--- config.mk ---
export PLATFORM = sky130hd
export DESIGN_NAME = inst_fetch_unit_flat
export DESIGN_NICKNAME = d
export VERILOG_FILES = /design/src/rtl/inst_fetch_unit_if.sv /design/src/rtl/inst_fetch_unit.sv /design/src/flat_wrapper.sv
export SDC_FILE = /design/constraint.sdc
export NUM_CORES = 1
export LEC_CHECK = 0
export CAP_MARGIN = 25
export CORE_ASPECT_RATIO = 2
export CORE_MARGIN = 2
export CORE_UTILIZATION = 35
export CTS_CLUSTER_DIAMETER = 30
export DETAILED_ROUTE_END_ITERATION = 6
export PLACE_DENSITY = 0.61
export SYNTH_ARGS = -nofsm -noshare
export SYNTH_HDL_FRONTEND = slang
export SYNTH_SLANG_ARGS = --single-unit
--- constraint.sdc ---
create_clock -name clk -period 8.6 [get_ports clk]
set_input_delay 2.58 -clock clk [delete_from_list [all_inputs] [get_ports clk]]
set_output_delay 2.58 -clock clk [all_outputs]
set_load 0.1 [all_outputs]
--- src/rtl/inst_fetch_unit_if.sv ---
// rtl/inst_fetch_unit_if.sv - bus bundle between fetch stage, instruction memory and decode
//
// Purpose: groups the instruction-memory req/ack bus, the decode valid/ready
// handshake and the branch/jump feedback into one bundle.
// Signals:
//   imem_req, imem_addr     fetch request and byte address (fetch -> memory)
//   imem_ack, imem_rdata    memory response, data valid while ack=1 (memory -> fetch)
//   inst, ctrl_code         held instruction and decoder control code (fetch -> decode)
//   pc_out, pc_plus4        address of held instruction and its successor (fetch -> decode)
//   inst_valid, inst_ready  decode handshake
//   branch_taken, jump      next-PC selection for the held instruction (decode -> fetch)
//   fetch_err               sticky memory-timeout fault (fetch -> system)
// Modports: master = fetch unit side, slave = memory/decode environment side.
interface inst_fetch_unit_if;
  logic        imem_req;
  logic [31:0] imem_addr;
  logic        imem_ack;
  logic [31:0] imem_rdata;
  logic [31:0] inst;
  logic [5:0]  ctrl_code;
  logic [31:0] pc_out;
  logic [31:0] pc_plus4;
  logic        inst_valid;
  logic        inst_ready;
  logic        branch_taken;
  logic        jump;
  logic        fetch_err;

  modport master (
    output imem_req, imem_addr, inst, ctrl_code, pc_out, pc_plus4, inst_valid, fetch_err,
    input  imem_ack, imem_rdata, inst_ready, branch_taken, jump
  );

  modport slave (
    input  imem_req, imem_addr, inst, ctrl_code, pc_out, pc_plus4, inst_valid, fetch_err,
    output imem_ack, imem_rdata, inst_ready, branch_taken, jump
  );
endinterface

--- src/rtl/inst_fetch_unit.sv ---
// rtl/inst_fetch_unit.sv - instruction fetch stage: PC, imem req/ack fetch, instruction register
//
// Purpose: owns the PC, fetches one 32-bit word per request over a req/ack
// bus, holds it for decode under valid/ready, and updates the PC from the
// decoder's jump / branch_taken feedback when the instruction is consumed.
// Ports:
//   clk      input   system clock, rising edge
//   reset_n  input   synchronous active-low reset
//   bus      master  inst_fetch_unit_if: imem_req/imem_addr/imem_ack/imem_rdata,
//                    inst/ctrl_code/pc_out/pc_plus4/inst_valid/inst_ready,
//                    branch_taken/jump, fetch_err
// Parameters:
//   RESET_PC  PC loaded on reset
//   TIMEOUT   REQ cycles without ack before the sticky fault; 0 waits forever
module inst_fetch_unit #(
  parameter logic [31:0] RESET_PC = 32'h0000_0000,
  parameter int unsigned TIMEOUT  = 16
) (
  input  logic              clk,
  input  logic              reset_n,
  inst_fetch_unit_if.master bus
);

  typedef enum logic [1:0] {
    IDLE = 2'd0,
    REQ  = 2'd1,
    HOLD = 2'd2,
    ERR  = 2'd3
  } state_t;

  // Counter only has to reach TIMEOUT-1, so size it for that value.
  localparam int unsigned     CNT_W      = (TIMEOUT > 2) ? $clog2(TIMEOUT) : 1;
  localparam bit              TIMEOUT_EN = (TIMEOUT != 0);
  localparam logic [CNT_W-1:0] CNT_LAST  = CNT_W'((TIMEOUT > 0) ? (TIMEOUT - 1) : 0);

  // The PC is word aligned by construction; misaligned RESET_PC bits are dropped.
  localparam logic [31:0] RESET_PC_W = {RESET_PC[31:2], 2'b00};

  state_t           state_q;
  logic [31:0]      pc_q;
  logic [31:0]      inst_q;
  logic [CNT_W-1:0] cnt_q;
  logic             imem_req_q;
  logic             inst_valid_q;
  logic             fetch_err_q;

  logic [31:0] pc_plus4;
  logic [31:0] br_offset;
  logic [31:0] br_target;
  logic [31:0] jmp_target;
  logic [31:0] next_pc_d;
  logic [5:0]  ctrl_code;

  // Sequential PC wraps naturally at 32 bits (0xFFFF_FFFC -> 0).
  assign pc_plus4 = pc_q + 32'd4;

  // Branch offset: sign-extended word offset relative to pc+4.
  assign br_offset  = {{14{inst_q[15]}}, inst_q[15:0], 2'b00};
  assign br_target  = pc_plus4 + br_offset;

  // Jump stays inside the 256 MB region selected by pc+4.
  assign jmp_target = {pc_plus4[31:28], inst_q[25:0], 2'b00};

  // Jump has priority over a taken branch.
  always_comb begin
    next_pc_d = pc_plus4;
    if (bus.jump) begin
      next_pc_d = jmp_target;
    end else if (bus.branch_taken) begin
      next_pc_d = br_target;
    end
  end

  // R-type instructions (opcode 0) are distinguished by their funct field.
  assign ctrl_code = (inst_q[31:26] == 6'd0) ? inst_q[5:0] : inst_q[31:26];

  // Control FSM. Handshake outputs are registered alongside the state so
  // they change only on the clock edge that enters the corresponding state.
  always_ff @(posedge clk) begin
    if (!reset_n) begin
      state_q      <= IDLE;
      pc_q         <= RESET_PC_W;
      inst_q       <= 32'd0;
      cnt_q        <= '0;
      imem_req_q   <= 1'b0;
      inst_valid_q <= 1'b0;
      fetch_err_q  <= 1'b0;
    end else begin
      case (state_q)
        IDLE: begin
          state_q    <= REQ;
          imem_req_q <= 1'b1;
        end

        REQ: begin
          if (bus.imem_ack) begin
            inst_q       <= bus.imem_rdata;
            cnt_q        <= '0;
            state_q      <= HOLD;
            imem_req_q   <= 1'b0;
            inst_valid_q <= 1'b1;
          end else if (TIMEOUT_EN && (cnt_q == CNT_LAST)) begin
            // This cycle is the TIMEOUT-th REQ cycle without a response.
            state_q     <= ERR;
            imem_req_q  <= 1'b0;
            fetch_err_q <= 1'b1;
          end else if (TIMEOUT_EN) begin
            cnt_q <= cnt_q + 1'b1;
          end
        end

        HOLD: begin
          // branch_taken/jump only matter in this consume cycle.
          if (bus.inst_ready) begin
            pc_q         <= next_pc_d;
            state_q      <= REQ;
            inst_valid_q <= 1'b0;
            imem_req_q   <= 1'b1;
          end
        end

        ERR: begin
          // Fault is sticky; only reset leaves this state.
          state_q      <= ERR;
          imem_req_q   <= 1'b0;
          inst_valid_q <= 1'b0;
          fetch_err_q  <= 1'b1;
        end

        default: begin
          state_q      <= IDLE;
          imem_req_q   <= 1'b0;
          inst_valid_q <= 1'b0;
        end
      endcase
    end
  end

  assign bus.imem_req   = imem_req_q;
  assign bus.imem_addr  = pc_q;
  assign bus.inst       = inst_q;
  assign bus.ctrl_code  = ctrl_code;
  assign bus.pc_out     = pc_q;
  assign bus.pc_plus4   = pc_plus4;
  assign bus.inst_valid = inst_valid_q;
  assign bus.fetch_err  = fetch_err_q;

endmodule

--- src/flat_wrapper.sv ---
// flat-port wrapper written by rule: the top's interface ports become plain ports
module inst_fetch_unit_flat 
#(
  parameter logic [31:0] RESET_PC = 32'h0000_0000,
  parameter int unsigned TIMEOUT  = 16
)
  (clk, reset_n, bus_imem_req, bus_imem_addr, bus_inst, bus_ctrl_code, bus_pc_out, bus_pc_plus4, bus_inst_valid, bus_fetch_err, bus_imem_ack, bus_imem_rdata, bus_inst_ready, bus_branch_taken, bus_jump);
  inst_fetch_unit_if bus_i ();
  input  logic clk;
  input  logic reset_n;
  output wire logic [$bits(bus_i.imem_req)-1:0] bus_imem_req;
  output wire logic [$bits(bus_i.imem_addr)-1:0] bus_imem_addr;
  output wire logic [$bits(bus_i.inst)-1:0] bus_inst;
  output wire logic [$bits(bus_i.ctrl_code)-1:0] bus_ctrl_code;
  output wire logic [$bits(bus_i.pc_out)-1:0] bus_pc_out;
  output wire logic [$bits(bus_i.pc_plus4)-1:0] bus_pc_plus4;
  output wire logic [$bits(bus_i.inst_valid)-1:0] bus_inst_valid;
  output wire logic [$bits(bus_i.fetch_err)-1:0] bus_fetch_err;
  input wire logic [$bits(bus_i.imem_ack)-1:0] bus_imem_ack;
  input wire logic [$bits(bus_i.imem_rdata)-1:0] bus_imem_rdata;
  input wire logic [$bits(bus_i.inst_ready)-1:0] bus_inst_ready;
  input wire logic [$bits(bus_i.branch_taken)-1:0] bus_branch_taken;
  input wire logic [$bits(bus_i.jump)-1:0] bus_jump;
  assign bus_imem_req = bus_i.imem_req;
  assign bus_imem_addr = bus_i.imem_addr;
  assign bus_inst = bus_i.inst;
  assign bus_ctrl_code = bus_i.ctrl_code;
  assign bus_pc_out = bus_i.pc_out;
  assign bus_pc_plus4 = bus_i.pc_plus4;
  assign bus_inst_valid = bus_i.inst_valid;
  assign bus_fetch_err = bus_i.fetch_err;
  assign bus_i.imem_ack = bus_imem_ack;
  assign bus_i.imem_rdata = bus_imem_rdata;
  assign bus_i.inst_ready = bus_inst_ready;
  assign bus_i.branch_taken = bus_branch_taken;
  assign bus_i.jump = bus_jump;
  inst_fetch_unit #(.RESET_PC(RESET_PC), .TIMEOUT(TIMEOUT)) u_core (.clk(clk), .reset_n(reset_n), .bus(bus_i));
endmodule
==> results of run 1 <==
area by class of cell:
class	instances	area [µm²]
Clock inverter	6	133
Fill cell	1550	8140
Inverter	14	52.6
Tap cell	201	251
Multi-Input combinational cell	593	3740
Timing Repair Buffer	175	1730
Sequential cell	71	1420
Clock buffer	10	229
cells by family (layout without fill, tap and decap cells):
family	after synthesis	in the layout	share of synthesized area [%]
mux	6	6	1.10
fa+ha+maj	38	38	8.64
buf+inv	84	205	8.06
compound gates	225	225	27.8
xor+xnor	48	48	7.52
other cells	1	6	0.0671
flops	71	71	25.4
simple gates	270	270	21.4
synthesized netlist by cell type, types with 7 or more instances:
library cell and number:
a21boi_0 35, a21o_1 27, a21oi_1 44, a31oi_1 7, and2_1 9, and3_1 7, buf_4 36, clkbuf_1 31
dfxtp_1 71, ha_1 37, inv_1 13, nand2_1 143, nand2b_1 8, nand3_1 21, nand4_1 11, nor2_1 48
o211ai_1 8, o21ai_0 42, xnor2_1 31, xor2_1 17
worst paths after layout:
path                                    to  slack, ns  cells after the start
setup / recovery          bus_pc_plus4[28]       2.23                      7
hold / removal        u_core.bus.fetch_err       0.47                      1
setup reg to reg  u_core.bus.imem_addr[28]       4.40                     14
hold reg to reg       u_core.bus.fetch_err       0.47                      1
layer usage:
| metal | routed length, µm | part of all wire, % |
|---|---|---|
| met1 | 7220 | 35 |
| met4 | 993 | 4.8 |
| met3 | 1070 | 5.2 |
| met5 | 0 | 0 |
| met2 | 11200 | 55 |
cells in the final DEF, fill, tap and decap left out, drive strengths merged, types with 4 or more instances in the layout:
cell / count
o21a: 5
dfxtp: 71
xnor2: 31
nor3: 5
inv: 13
a21boi: 35
o211ai: 8
nor2: 48
mux2i: 5
a21o: 27
bufinv: 4
a31oi: 8
nand2: 143
clkdlybuf4s50: 167
clkbuf: 10
o21ai: 45
a21oi: 45
a22o: 4
ha: 37
and2: 9
nand2b: 8
conb: 6
o21bai: 5
nor2b: 5
buf: 8
a211oi: 6
nand3: 21
xor2: 17
nand4: 11
and3: 7
power by group through the flow:
stage	Clock, mW	Combinational (mW)	Sequential [mW]
after floorplan	0	0.160	0.442
after global placement	0	0.318	0.367
after detailed placement	0	0.318	0.367
after CTS	0.475	0.319	0.360
after global routing	0.485	0.334	0.362
final	0.467	0.318	0.360
flip-flops by register name, summed over array words and instances, names as in the netlist:
signal,cells
u_core.state_q,2
u_core.bus.fetch_err,1
u_core.bus.imem_req,1
u_core.cnt_q,4
u_core.bus.imem_addr,30
u_core.bus.inst_valid,1
u_core.bus.inst,32
worst reg2reg max path: cells and delay by family (launching register included):
family,cells,cell delay (ns)
adders and majority gates,1,0.41
DFF,1,0.46
xor gates and xnor gates,2,0.45
and+or+nand+nor,5,1.25
AOI/OAI and AO/OA,6,1.53
metrics by stage:
step                std cells  cell area (µm²)  worst slack (ns)
floorplan                 748             5610              1.89
global placement         1054             7190              2.81
detailed placement       1054             7190              2.66
CTS                      1070             7550              2.24
global route             1070             7550              1.98
finish                   1070             7550              2.23
==> qor.csv, run 1 <==
metric;value;unit
worst hold path class;flip-flop to flip-flop;
Worst Path Required;6.02;ns
die area;17100;µm²
DRT Wirelength;20500;µm
Worst Tran Pin Value;1.06;ns
Slew Viols, Final;0;
Post-Syn Instances;743;
met3 usage;3.82;%
Seq/Total Area, Yosys;25.4;%
via count;5900;
Fin Clk Skew;0.00624;ns
Most Crowded Layer GR;met2;
ys flop type;dfxtp_1;
max_cap viols;0;
Routed Antenna Nets;0;
Routed WL per cell;19.2;µm
worst ir drop on vdd;109;µV
CTS Buf Count;9;
Pint;0.737;mW
nets@finish;940;
Initial Util;35.6;%
initial antenna violation count;0;
Hold WS;0.470;ns
Slowest cell on crit path;clkdlybuf4s50_1;
Crit Path Category;flip-flop to output port;
Die Ht;183;µm
Post-Syn Area;5590;µm²
Pre-antenna DRT Iters;4;
beginning of the worst hold path;u_core.bus.fetch_err;
status;finished clean;
Ys Warns;0;
area grow syn2layout;35.1;%
Die W;93.4;µm
ant diodes;0;
io pins;175;
share of Yosys cell area claimed by the top area cell type;25.4;%
power per cell area;152;nW/µm²
sw frac;35.6;%
clk sinks;71;
synthesized area per cell;7.52;µm²
Synth async-reset ratio;0;%
share of layout cells above drive strength 1;4.14;%
Fmax;157;MHz
Seq cells post-synth;71;
met2 Track Usage GR;45.9;%
Final Hold Fails;0;
leakage power;3.09;nW
Pwr Total;1.14;mW
pin count of the biggest net entering global routing;65;
FP Rows;65;
Comb power frac;27.7;%
first-pass GRT wire length;31700;µm
cts repair resizes;0;
worst skew pair latency;0.35;ns
met1 GRT Util;24.5;%
cell taking the most area after synthesis;dfxtp_1;
GRT overflow;0;
maximum fanout along the worst path;8;
CTS clk-pin slew, worst paths;0.06;ns
post-CTS setup buffers;0;
CP cell instances;and4_1, nand4_1, or2_2, nor2_1, nand4_1, xnor2_1, clkdlybuf4s50_1;
endpoints failing setup;0;
htree depth;3;
CP Launch Point;u_core.bus.imem_addr[4];
cell family with most CP delay;simple AND/OR/NAND/NOR gates;
dpl hpwl;15600;µm
gr usage total;24.3;%
Clock Path Buffers;2;
hold bufs inserted after CTS;0;
CTS tree;built;
synth top area cells;dfxtp_1 (25%), nand2_1 (9.6%), ha_1 (8.3%);
RD Place Congestion;0.913;
vias in the first global route;5912;
CTS root buf;clkbuf_16;
worst r2r src;u_core.bus.imem_addr[4];
vias per inst;5.51;
NetSw;0.407;mW
count of input and output buffers;168;
DR iter-0 viols;224;
crit end category;output port;
cell mode on critical path;nand4_1;
Clock Power Share;40.8;%
setup TNS;0;ns
Final min period;6.37;ns
Crit path arrival time;3.79;ns
max incr delay on CP;1.22;ns
area of the core;15700;µm²
final core utilization;48.1;%
startpoint type of the worst setup path;flip-flop;
sequential share of power;31.4;%
WP buf/inv;1;
number of synthesized flops with an enable pin;0;
DRC Markers;0;
Synth cell types;70;
Slew HR;29.3;%
fin crit share;74.0;%
RSZ-0062 raised after global routing;false;
Power figures use the tool's default switching activity.
==> run 2, diff against run 1 <==
--- a/config.mk
+++ b/config.mk
@@ -11,7 +11,7 @@
 export CORE_UTILIZATION = 35
 export CTS_CLUSTER_DIAMETER = 30
 export DETAILED_ROUTE_END_ITERATION = 6
-export PLACE_DENSITY = 0.61
+export PLACE_DENSITY = 0.63
 export SYNTH_ARGS = -nofsm -noshare
 export SYNTH_HDL_FRONTEND = slang
 export SYNTH_SLANG_ARGS = --single-unit
==> constraint.sdc (replaced) <==
create_clock -name clk -period 5.45 [get_ports clk]
set_input_delay 1.635 -clock clk [delete_from_list [all_inputs] [get_ports clk]]
set_output_delay 1.635 -clock clk [all_outputs]
set_load 0.1 [all_outputs]
==> run 2 against run 1 <==
  * Combinational power is 56% higher
  * Sequential cell count stayed put
  * Final cell count hardly changed
  * Sequential power is 58% higher
  * Largest power group unchanged
  * Power is 50% higher
  * Final area is 0.86% higher
  * Clock-buffer cell count stayed put
  * Setup slack worse by 1.3 ns
  * Global-route usage is 0.73 points lower
  * Critical path depth stayed put
  * Register-to-register slack worse by 3.0 ns
==> qor.csv, run 2 (synthesized netlist as in run 1, its figures left out) <==
metric;value;unit;change
share of layout cells above drive strength 1;9.89;%;was 4.14%
CP cell instances;ha_1, nand4_1, or2_2, nor2_1, nand4_1, xnor2_2, buf_4;;was and4_1, nand4_1, or2_2, nor2_1, nand4_1, xnor2_1, clkdlybuf4s50_1
worst ir drop on vdd;262;µV;was 109 µV
commonest non-fill, non-tap cell in the layout;nand2_1;;was clkdlybuf4s50_1
dpl hpwl;15300;µm;was 15600 µm
endpoints failing setup;0;;unchanged
Fmax;220;MHz;
area of the multi-input gates;3900;µm²;was 3740 µm²
DRC Markers;0;;unchanged
Hold WS;0.471;ns;was 0.470 ns
Routed Antenna Nets;0;;unchanged
cell mode on critical path;nand4_1;;unchanged
area of the core;15700;µm²;unchanged
DR iter-0 viols;286;;was 224
power per cell area;226;nW/µm²;was 152 nW/µm²
Die Ht;183;µm;unchanged
vias in the first global route;5664;;was 5912
cts repair resizes;0;;unchanged
max_cap viols;0;;unchanged
gr usage total;23.5;%;was 24.3%
Worst Path Required;3.82;ns;was 6.02 ns
ant diodes;0;;unchanged
Pre-antenna DRT Iters;5;;was 4
final core utilization;48.5;%;was 48.1%
worst hold path class;flip-flop to flip-flop;;unchanged
hold bufs inserted after CTS;0;;unchanged
via count;5841;;was 5900
max reg flops;32;;unchanged
first-pass GRT wire length;30900;µm;was 31700 µm
Routed WL per cell;18.5;µm;was 19.2 µm
RD Place Congestion;0.889;;was 0.913
DRT Wirelength;19800;µm;was 20500 µm
cell family with most CP delay;simple AND/OR/NAND/NOR gates;;unchanged
leakage power;3.24;nW;was 3.09 nW
post-CTS setup buffers;0;;unchanged
CTS Buf Count;9;;unchanged
Final Hold Fails;0;;unchanged
area grow syn2layout;36.3;%;was 35.1%
Clock Power Share;38.1;%;was 40.8%
crit end category;output port;;unchanged
count of input and output buffers;168;;unchanged
Clock Path Buffers;2;;unchanged
CTS tree;built;;unchanged
met1 GRT Util;24.9;%;was 24.5%
Slew HR;29.4;%;was 29.3%
Die W;93.4;µm;unchanged
clk sinks;71;;unchanged
htree depth;3;;unchanged
Slew Viols, Final;0;;unchanged
Inst Count DP;1055;;was 1054
CTS clk-pin slew, worst paths;0.06;ns;about the same
most frequent cells in the layout;nand2_1 (143), clkdlybuf4s50_1 (140), dfxtp_1 (71), nor2_1 (48), a21oi_1 (44);;was clkdlybuf4s50_1 (167), nand2_1 (143), dfxtp_1 (71), nor2_1 (48), a21oi_1 (44)
sequential share of power;33.1;%;was 31.4%
Reg area;1420;µm²;unchanged
GRT overflow;0;;unchanged
Final min period;4.55;ns;
worst skew pair latency;0.35;ns;about the same
WP buf/inv;1;;unchanged
Slowest cell on crit path;dfxtp_1;;was clkdlybuf4s50_1
Most Crowded Layer GR;met2;;unchanged
R2R setup slack;1.37;ns;was 4.40 ns
fin crit share;83.4;%;
Worst Tran Pin Value;1.06;ns;about the same
# fillers;1566;;was 1550
maximum fanout along the worst path;7;;was 8
FP Rows;65;;unchanged
Pint;1.07;mW;was 0.737 mW
pin count of the biggest net entering global routing;42;;was 65
Initial Util;35.6;%;unchanged
nets@finish;941;;was 940
Fin Clk Skew;0.00844;ns;was 0.00624 ns
final std cells w/o fill;1071;;was 1070
met2 Track Usage GR;43.6;%;was 45.9%
die area;17100;µm²;unchanged
status;finished clean;;unchanged
met3 usage;3.57;%;was 3.82%
startpoint type of the worst setup path;flip-flop;;unchanged
io pins;175;;unchanged
Crit Path Category;flip-flop to output port;;unchanged
vias per inst;5.45;;was 5.51
max incr delay on CP;0.48;ns;was 1.22 ns
initial antenna violation count;0;;unchanged
RSZ-0062 raised after global routing;false;;unchanged
NetSw;0.649;mW;was 0.407 mW
Comb power frac;28.9;%;was 27.7%
Crit path arrival time;2.91;ns;was 3.79 ns
sw frac;37.7;%;was 35.6%
CTS root buf;clkbuf_16;;unchanged
setup TNS;0;ns;unchanged
run 2: area by class of cell:
| type | count | area share, % |
|---|---|---|
| Timing Repair Buffer | 176 | 21.9 |
| Multi-Input combinational cell | 593 | 51.2 |
| Sequential cell | 71 | 18.7 |
| Tap cell | 201 | 3.30 |
| Inverter | 14 | 0.690 |
| Clock inverter | 6 | 1.22 |
| Clock buffer | 10 | 3.01 |
run 2: per-layer routing:
metal  wire (µm)  part of all wire (%)  up-vias
li1            -                     -     2831
met1        7290                    37     2754
met2       10700                    54      206
met3         887                   4.5       50
met4         930                   4.7        0
met5           0                     0        -
run 2: worst register-to-register path, delay by kind of cell, from the launching register on:
family                   cells  cell delay, ns
multiplexers                 1            0.37
adder cells (fa/ha/maj)      1            0.34
flip-flops                   1            0.48
AO/OA/AOI/OAI                5            1.25
XOR/XNOR                     1            0.25
AND/OR/NAND/NOR              6            1.29
run 2: worst paths after layout:
| path | endpoint | from | cells past startpoint |
|---|---|---|---|
| hold / removal | u_core.bus.fetch_err | u_core.bus.fetch_err | 1 |
| setup / recovery | bus_pc_plus4[28] | u_core.bus.imem_addr[2] | 7 |
| setup reg to reg | u_core.bus.imem_addr[25] | u_core.bus.imem_addr[5] | 14 |
| hold reg to reg | u_core.bus.fetch_err | u_core.bus.fetch_err | 1 |
run 2: per-stage QoR:
stage                     worst slack [ns]  area (µm²)  power, mW
final                                0.902        7620       1.72
after global routing                 0.698        7620       1.78
after CTS                            0.863        7620       1.73
after detailed placement              1.25        7300       1.08
after global placement                1.28        7300       1.08
after floorplan                    0.00633        5770      0.954
run 2: power groups by stage:
stage / registers (mW) / logic (mW) / clock network (mW)
2_1_floorplan: 0.699 / 0.255 / 0
3_3_place_gp: 0.581 / 0.497 / 0
3_5_place_dp: 0.581 / 0.496 / 0
4_1_cts: 0.569 / 0.498 / 0.663
5_1_grt: 0.572 / 0.522 / 0.689
6_report: 0.569 / 0.497 / 0.656
==> run 3, diff against run 2 <==
--- a/config.mk
+++ b/config.mk
@@ -11,7 +11,7 @@
 export CORE_UTILIZATION = 35
 export CTS_CLUSTER_DIAMETER = 30
 export DETAILED_ROUTE_END_ITERATION = 6
-export PLACE_DENSITY = 0.63
+export PLACE_DENSITY = 0.61
 export SYNTH_ARGS = -nofsm -noshare
 export SYNTH_HDL_FRONTEND = slang
 export SYNTH_SLANG_ARGS = --single-unit
==> constraint.sdc (replaced) <==
create_clock -name clk -period 4.7 [get_ports clk]
set_input_delay 1.41 -clock clk [delete_from_list [all_inputs] [get_ports clk]]
set_output_delay 1.41 -clock clk [all_outputs]
set_load 0.1 [all_outputs]
==> run 3 against run 2 <==
  * First-iteration DRC count is 3.5% lower
  * Clock skew is 0.00065 ns higher
  * Utilization is 0.46 points higher
  * Final cell count stayed put
  * Die area stayed put
  * Global-route usage is 0.91 points higher
  * Power is 9.7% higher
  * Final area is 0.95% higher
  * Clock-buffer cell count is 4 higher
  * Sequential cell count stayed put
  * Register-to-register slack worse by 0.70 ns
==> qor.csv, run 3 (synthesized netlist as in run 1, its figures left out) <==
metric;value;unit;change
endpoints failing setup;0;;unchanged
area of the multi-input gates;4000;µm²;was 3900 µm²
RD Place Congestion;0.939;;was 0.889
CTS clk-pin slew, worst paths;0.06;ns;about the same
cts repair resizes;0;;unchanged
worst skew pair latency;0.35;ns;about the same
FP Rows;65;;unchanged
ant diodes;0;;unchanged
clk sinks;71;;unchanged
share of layout cells above drive strength 1;12.5;%;was 9.89%
Pwr Total;1.89;mW;was 1.72 mW
Slew HR;31.4;%;was 29.4%
DRT Wirelength;20700;µm;was 19800 µm
Routed WL per cell;19.4;µm;was 18.5 µm
nets@finish;942;;was 941
max reg flops;32;;unchanged
power per cell area;245;nW/µm²;was 226 nW/µm²
status;finished clean;;unchanged
count of input and output buffers;168;;unchanged
hold bufs inserted after CTS;0;;unchanged
pin count of the biggest net entering global routing;59;;was 42
Fin Clk Skew;0.00909;ns;was 0.00844 ns
Pre-antenna DRT Iters;4;;was 5
# fillers;1544;;was 1566
final core utilization;49.0;%;was 48.5%
Post-Place Cell Area;7420;µm²;was 7300 µm²
via count;5855;;was 5841
GRT overflow;0;;unchanged
Worst Path Required;3.29;ns;was 3.82 ns
setup TNS;0;ns;unchanged
vias in the first global route;5868;;was 5664
Die W;93.4;µm;unchanged
vias per inst;5.47;;was 5.45
Worst Tran Pin Value;1.03;ns;was 1.06 ns
area grow syn2layout;37.6;%;was 36.3%
fin crit share;90.5;%;
startpoint type of the worst setup path;flip-flop;;unchanged
DRC Markers;0;;unchanged
Final min period;4.25;ns;
Routed Antenna Nets;0;;unchanged
post-CTS setup buffers;0;;unchanged
most frequent cells in the layout;nand2_1 (143), clkdlybuf4s50_1 (134), dfxtp_1 (58), nor2_1 (48), a21oi_1 (44);;was nand2_1 (143), clkdlybuf4s50_1 (140), dfxtp_1 (71), nor2_1 (48), a21oi_1 (44)
gr usage total;24.4;%;was 23.5%
CTS root buf;clkbuf_16;;unchanged
DR iter-0 viols;276;;was 286
maximum fanout along the worst path;7;;unchanged
leakage power;3.29;nW;was 3.24 nW
max_cap viols;0;;unchanged
CTS tree;built;;unchanged
Crit Path Category;flip-flop to output port;;unchanged
area of the core;15700;µm²;unchanged
CTS Buf Count;9;;unchanged
Fmax;235;MHz;
die area;17100;µm²;unchanged
dpl hpwl;16000;µm;was 15300 µm
Slew Viols, Final;0;;unchanged
io pins;175;;unchanged
worst ir drop on vdd;186;µV;was 262 µV
initial antenna violation count;0;;unchanged
Clock Path Buffers;2;;unchanged
Reg area;1450;µm²;was 1420 µm²
first-pass GRT wire length;31800;µm;was 30900 µm
commonest non-fill, non-tap cell in the layout;nand2_1;;unchanged
worst hold path class;flip-flop to flip-flop;;unchanged
Final Hold Fails;0;;unchanged
Initial Util;35.6;%;unchanged
Crit path arrival time;2.84;ns;was 2.91 ns
R2R setup slack;0.67;ns;was 1.37 ns
Die Ht;183;µm;unchanged
Design Area, Final;7690;µm²;was 7620 µm²
htree depth;3;;unchanged
crit end category;output port;;unchanged
RSZ-0062 raised after global routing;false;;unchanged
==> run 3: cell types whose count changed in the layout (fill, tap and decap cells not counted), moves of 4 or more <==
cell             delta
xor2_4              +5
clkdlybuf4s50_1     -6
dfxtp_1            -13
buf_4               +7
xnor2_2             +4
dfxtp_4             +6
xnor2_1             -4
dfxtp_2             +7
==> run 3: power breakdown <==
part / internal [mW] / switching (mW)
clock: 0.383 / 0.266
sequential: 0.623 / 0.0375
combinational: 0.153 / 0.426
==> run 3: layout make-up <==
cell class,count,share of cell area [%]
inverter,14,0.683
clock buffer,14,3.43
sequential,71,18.9
timing repair buffer,177,21.6
multi-input combinational,593,52.1
tap,201,3.27
clock inverter,1,0.0651
==> run 3: critical path, cell delays in order, from the launching register on <==
cell and delay [ns]:
dfxtp_4 0.37, ha_1 0.32, nand4_1 0.30, or2_2 0.47
nor2_1 0.25, nand2_1 0.13, xnor2_2 0.29, buf_4 0.35
==> run 3: worst paths after layout <==
| kind | start | endpoint | cells after the start |
|---|---|---|---|
| worst max-delay path | u_core.bus.imem_addr[2] | bus_pc_plus4[26] | 7 |
| worst min-delay path | u_core.bus.fetch_err | u_core.bus.fetch_err | 1 |
| worst max register to register | u_core.bus.imem_addr[2] | u_core.bus.imem_addr[28] | 14 |
| worst min register to register | u_core.bus.fetch_err | u_core.bus.fetch_err | 1 |
==> run 3: metal layers <==
| layer | track usage (%) | routed length, µm | up-vias |
|---|---|---|---|
| met1 | 25.0 | 7460 | 2778 |
| li1 | - | - | 2829 |
| met2 | 46.0 | 11400 | 195 |
| met5 | 0 | 0 | - |
| met3 | 3.94 | 966 | 53 |
| met4 | 13.0 | 927 | 0 |
==> run 3: metrics by stage <==
step | hold slack (ns) | setup WS, ns | instances
floorplan | 0.485 | 0.0132 | 748
global placement | 0.451 | 0.843 | 1056
detailed placement | 0.457 | 0.694 | 1056
CTS | 0.470 | 0.449 | 1071
global route | 0.493 | 0.312 | 1071
finish | 0.461 | 0.445 | 1071
